### src/rtl/display_unit.sv
// -----------------------------------------------------------------------------
// display_unit
//   CPU output stage. On an accepted write strobe the 32-bit signed value is
//   latched, range-checked and converted to BCD with a sequential
//   double-dabble. All three seven-segment digits are then updated together.
//   The digits are active-low, with bits {g,f,e,d,c,b,a}.
//
// Ports
//   clk           in   system clock, rising edge
//   reset         in   asynchronous reset, active low
//   displayWrite  in   write strobe, accepted only while busy=0
//   data[31:0]    in   two's-complement value, sampled with the strobe
//   busy          out  conversion in progress, new writes are ignored
//   display2[6:0] out  hundreds digit or sign
//   display1[6:0] out  tens digit
//   display0[6:0] out  units digit
// -----------------------------------------------------------------------------
module display_unit (
   input  logic        clk,
   input  logic        reset,
   input  logic        displayWrite,
   input  logic [31:0] data,
   output logic        busy,
   output logic [6:0]  display2,
   output logic [6:0]  display1,
   output logic [6:0]  display0
);

   localparam logic [1:0] S_IDLE    = 2'd0;
   localparam logic [1:0] S_CHECK   = 2'd1;
   localparam logic [1:0] S_CONVERT = 2'd2;
   localparam logic [1:0] S_LOAD    = 2'd3;

   localparam logic [6:0] SEG_BLANK = 7'b1111111;
   localparam logic [6:0] SEG_MINUS = 7'b0111111;
   localparam logic [6:0] SEG_E     = 7'b0000110;
   localparam logic [6:0] SEG_R     = 7'b0101111;

   function automatic logic [6:0] seg7(input logic [3:0] d);
      logic [6:0] s;
      case (d)
         4'd0:    s = 7'b1000000;
         4'd1:    s = 7'b1111001;
         4'd2:    s = 7'b0100100;
         4'd3:    s = 7'b0110000;
         4'd4:    s = 7'b0011001;
         4'd5:    s = 7'b0010010;
         4'd6:    s = 7'b0000010;
         4'd7:    s = 7'b1111000;
         4'd8:    s = 7'b0000000;
         4'd9:    s = 7'b0010000;
         default: s = SEG_BLANK;
      endcase
      return s;
   endfunction

   logic [1:0]  state_q, state_d;
   logic [31:0] data_q,  data_d;
   logic [9:0]  bin_q,   bin_d;
   logic [11:0] bcd_q,   bcd_d;
   logic [3:0]  cnt_q,   cnt_d;
   logic        err_q,   err_d;
   logic [6:0]  disp2_q, disp2_d;
   logic [6:0]  disp1_q, disp1_d;
   logic [6:0]  disp0_q, disp0_d;

   logic [31:0] mag;
   logic        in_range;
   logic [11:0] bcd_adj;
   logic [3:0]  hund, tens, units;

   // Magnitude wraps in 32 bits, so 0x80000000 stays huge and fails the range test.
   assign mag      = data_q[31] ? (32'd0 - data_q) : data_q;
   assign in_range = data_q[31] ? (mag <= 32'd99) : (mag <= 32'd999);

   // Double-dabble correction: any nibble of 5 or more becomes >= 8 before the shift.
   always_comb begin
      bcd_adj = bcd_q;
      for (int n = 0; n < 3; n++) begin
         if (bcd_q[n*4 +: 4] >= 4'd5)
            bcd_adj[n*4 +: 4] = bcd_q[n*4 +: 4] + 4'd3;
      end
   end

   assign hund  = bcd_q[11:8];
   assign tens  = bcd_q[7:4];
   assign units = bcd_q[3:0];

   always_comb begin
      state_d = state_q;
      data_d  = data_q;
      bin_d   = bin_q;
      bcd_d   = bcd_q;
      cnt_d   = cnt_q;
      err_d   = err_q;
      disp2_d = disp2_q;
      disp1_d = disp1_q;
      disp0_d = disp0_q;
      case (state_q)
         S_IDLE: begin
            if (displayWrite) begin
               data_d  = data;
               state_d = S_CHECK;
            end
         end
         S_CHECK: begin
            if (!in_range) begin
               err_d   = 1'b1;
               state_d = S_LOAD;
            end else begin
               bin_d   = mag[9:0];
               bcd_d   = 12'd0;
               cnt_d   = 4'd0;
               state_d = S_CONVERT;
            end
         end
         S_CONVERT: begin
            bcd_d = {bcd_adj[10:0], bin_q[9]};
            bin_d = {bin_q[8:0], 1'b0};
            cnt_d = cnt_q + 4'd1;
            if (cnt_q == 4'd9)
               state_d = S_LOAD;
         end
         default: begin // S_LOAD
            if (err_q) begin
               disp2_d = SEG_E;
               disp1_d = SEG_R;
               disp0_d = SEG_R;
            end else if (data_q[31]) begin
               disp2_d = SEG_MINUS;
               disp1_d = (tens == 4'd0) ? SEG_BLANK : seg7(tens);
               disp0_d = seg7(units);
            end else begin
               // Leading-zero suppression; the units digit always shows.
               disp2_d = (hund == 4'd0) ? SEG_BLANK : seg7(hund);
               disp1_d = (hund == 4'd0 && tens == 4'd0) ? SEG_BLANK : seg7(tens);
               disp0_d = seg7(units);
            end
            err_d   = 1'b0;
            state_d = S_IDLE;
         end
      endcase
   end

   always_ff @(posedge clk or negedge reset) begin
      if (!reset) begin
         state_q <= S_IDLE;
         data_q  <= 32'd0;
         bin_q   <= 10'd0;
         bcd_q   <= 12'd0;
         cnt_q   <= 4'd0;
         err_q   <= 1'b0;
         disp2_q <= SEG_BLANK;
         disp1_q <= SEG_BLANK;
         disp0_q <= SEG_BLANK;
      end else begin
         state_q <= state_d;
         data_q  <= data_d;
         bin_q   <= bin_d;
         bcd_q   <= bcd_d;
         cnt_q   <= cnt_d;
         err_q   <= err_d;
         disp2_q <= disp2_d;
         disp1_q <= disp1_d;
         disp0_q <= disp0_d;
      end
   end

   assign busy     = (state_q != S_IDLE);
   assign display2 = disp2_q;
   assign display1 = disp1_q;
   assign display0 = disp0_q;

endmodule

### config.mk
export PLATFORM = sky130hd
export DESIGN_NAME = display_unit
export DESIGN_NICKNAME = d
export VERILOG_FILES = /design/src/rtl/display_unit.sv
export SDC_FILE = /design/constraint.sdc
export NUM_CORES = 1
export LEC_CHECK = 0
export CORE_MARGIN = 4
export CORE_UTILIZATION = 60
export DETAILED_ROUTE_END_ITERATION = 16
export PLACE_DENSITY = 0.82
export SLEW_MARGIN = 10
export SYNTH_ARGS = -nofsm -noshare
export SYNTH_HDL_FRONTEND = slang
export SYNTH_SLANG_ARGS = --single-unit
export TNS_END_PERCENT = 10
### constraint.sdc
create_clock -name clk -period 5 [get_ports clk]
set_clock_uncertainty 0.2 [all_clocks]
set_input_delay 0.5 -clock clk [delete_from_list [all_inputs] [get_ports clk]]
set_output_delay 0.5 -clock clk [all_outputs]
set_load 0.05 [all_outputs]
==> out/metrics.yaml <==
sta:
  rsz0062_at_grt: "no"
  hold_violations: 0
  period_needed_ns: 4.28
  worstMarginPinSlew_ns: 1.00
  max_freq_mhz: 234
  timing.slew.headroom_pct: 33.3
  hold_slack_ns: 0.116
  setup_tns_ns: 0
  setup_viol: 0
  period_share_pct: 85.6
  drv_slew: 0
routing:
  drt_iter0_drc: 273
  routed_wl_um: 13500
  drc: 0
  num_vias: 4743
  drtAntennaViolNets: 0
  first_pass_iters: 5
  vias_per_cell: 6.53
  wl_per_cell_um: 18.6
floorplan:
  io_pins: 57
  initial_core_util_pct: 62.5
  rows: 34
  core_um2: 8810
  dieArea_um2: 10800
  die_h_um: 104
  chipWidth_um: 104
yosys:
  synth_compound_area_share_pct: 21.7
  postSynthAreaPerCell_um2: 9.45
  synth_adder_area_share_pct: 5.23
  seq_area_frac_synth_pct: 37.8
  synthXorXnorAreaFrac_pct: 1.91
  synthDistinctLibCells: 76
  synth_top_family_by_area: "compound AO/OA/AOI/OAI gates"
  syn_area_um2: 5500
  synthFlopType: "dfrtp_1"
  async_flop_share_pct: 100
  ys_warn_count: 0
  ys_ff_latch: 82
  synth_mux_area_share_pct: 8.05
  synth_edf_count: 0
  synthCells: 582
  synth-simple-area-share_pct: 19.9
  synth_nets: 640
power_and_ir_drop:
  p_sw_uw: 2030
  ir_drop_mv: 0.364
  pwr_density_cell_nw_per_um2: 674
  p_leak_uw: 0.00243
  combPwrFrac_pct: 51.9
  clkPwrFrac_pct: 12.4
  p_sw_share_pct: 48.2
  total_power_uw: 4210
  power_frac_seq_pct: 35.7
  p_int_uw: 2180
placed_design:
  placedCellCount: 710
  hpwl_um: 9740
  gp_congestion: 0.932
  numPortBuffers: 56
grt:
  grt_pass1_wl_um: 23300
  antenna_found_initial: 0
  grt_overflow: 0
  grt_max_degree: 83
  grt_pass1_vias: 4845
  track_usage_pct: 25.9
clock_tree:
  cts_tree: "yes"
  cts_max_level: 3
  post_cts_buffers: 0
  ctsHoldBuffers: 0
  cts_buffers: 9
  post_cts_resize_count: 0
  cts_sinks: 82
  clock_path_buffers: 2
  ctsRootBufferMaster: "clkbuf_8"
  clkTransAtPathRegs_ns: 0.10
  clock_latency_ns: 0.36
worst_setup_path:
  endpoint_kind: "flop"
  crit_arrival_ns: 4.33
  worstSetupStartpoint: "data_q[0]"
  r2r_start: "data_q[0]"
  crit_path_start_kind: "flop"
  crit_type: "flop to flop"
  required_ns: 5.05
  critPathMaxFanout: 16
layout:
  area_growth_pct: 13.5
  finalNonFillerCells: 726
  antenna_cells: 0
  n_fill_cell: 658
  final_nets: 671
  drive_above_1_share_pct: 18.0
  finish.utilization_pct: 70.9
min_path:
  hold_class: "input pin to asynchronous set/reset pin"
status:
  outcome: "finished clean"
flow_run:
  cap_violations: 0
-- cells in the mapped netlist, drive strengths merged (7+ instances only) --
| cell type | n | area share [%] |
|---|---|---|
| a31oi | 10 | 1.1 |
| and3 | 11 | 1.3 |
| nor4 | 11 | 2.5 |
| o221a | 9 | 1.8 |
| nand2b | 7 | 0.80 |
| dfrtp | 61 | 28 |
| dfstp | 21 | 10 |
| o22a | 7 | 1.1 |
| o21ai | 28 | 2.8 |
| nand2 | 29 | 2.1 |
| nor2 | 64 | 4.4 |
| inv | 24 | 1.6 |
| mux2 | 34 | 7.0 |
| o22ai | 11 | 2.3 |
| ha | 23 | 5.2 |
| clkbuf | 21 | 1.4 |
| a21oi | 41 | 3.7 |
| nor3 | 20 | 2.0 |
| nand3 | 17 | 1.6 |
| buf | 21 | 2.3 |
| xnor2 | 8 | 1.3 |
| nand4 | 8 | 0.91 |
-- flip-flops by register name (all words and copies together) (netlist names) --
signal,cells
display0,7
bcd_q,12
state_q,2
display2,7
cnt_q,4
display1,7
bin_q,10
err_q,1
data_q,32
-- critical path, stage by stage (launching register included) --
cell and delay, ns:
dfrtp_1 0.48, inv_1 0.12, ha_1 0.23, nor3b_1 0.68
nand3_1 0.26, nor4_1 0.34, o32ai_1 0.16, a2111oi_2 0.43
nand3_2 0.24, o21ai_4 0.45, nand2_4 0.23, o221a_2 0.34
-- worst paths after layout --
path                               end  slack [ns]  cells past startpoint
max in group asynchronous   data_q[18]        3.86                      1
max reg2reg                   bin_q[4]        0.72                     11
min reg2reg                display2[6]        0.28                      2
min in group clk           display2[6]        0.28                      2
min                         data_q[26]        0.12                      1
max                           bin_q[4]        0.72                     11
-- cell usage in the layout, fill, tap and decap left out, drive strengths merged, types with 7 or more instances in the layout --
cell            n
dfstp          21
a31oi          10
a21oi          41
nor2           64
nand2b          7
o21ai          28
nor4           11
xnor2           8
and3           11
nand2          29
ha             23
dfrtp          61
o22ai          11
mux2           34
nand3          17
o221a           9
inv            26
nand4           8
o22a            7
buf             7
nor3           20
clkbuf         10
clkdlybuf4s50  55
-- power by group through the flow --
stage | Clock, µW | Combinational [µW] | Sequential (µW)
after floorplan | 0 | 1650 | 1470
after global placement | 0 | 2110 | 1490
after detailed placement | 0 | 2170 | 1500
after CTS | 530 | 2180 | 1490
after global routing | 568 | 2400 | 1550
final | 523 | 2190 | 1500
-- layer usage --
layer  part of all wire (%)  track usage (%)
met1                     41             31.7
met4                    2.7             10.7
met5                      0                0
met3                    5.3             4.66
met2                     51             45.0
-- stage by stage --
stage                     cell area [µm²]  setup slack, ns
after CTS                            6240            0.760
after global placement               6030            0.917
after detailed placement             6030            0.781
final                                6240            0.718
after global routing                 6240            0.215
after floorplan                      5500             1.71
-- cell type report --
cell class              count  area [µm²]  share of cell area, %
clock buffers              10         138                   2.20
clock inverters             6        72.6                   1.16
inverters                  25        93.8                   1.50
multi-input cells         433        3120                   50.0
flip-flops and latches     82        2080                   33.3
well taps                 108         135                   2.16
repair buffers             62         603                   9.66
-- kinds of logic (layout without fill, tap and decap cells) --
kind of cell | count (synthesis) | count (layout)
xor+xnor | 12 | 12
mux | 40 | 40
simple gates | 199 | 199
compound gates | 159 | 159
fa+ha+maj | 23 | 23
flops | 82 | 82
buf+inv | 67 | 103
Note: power is estimated with default switching activity, not from simulation.
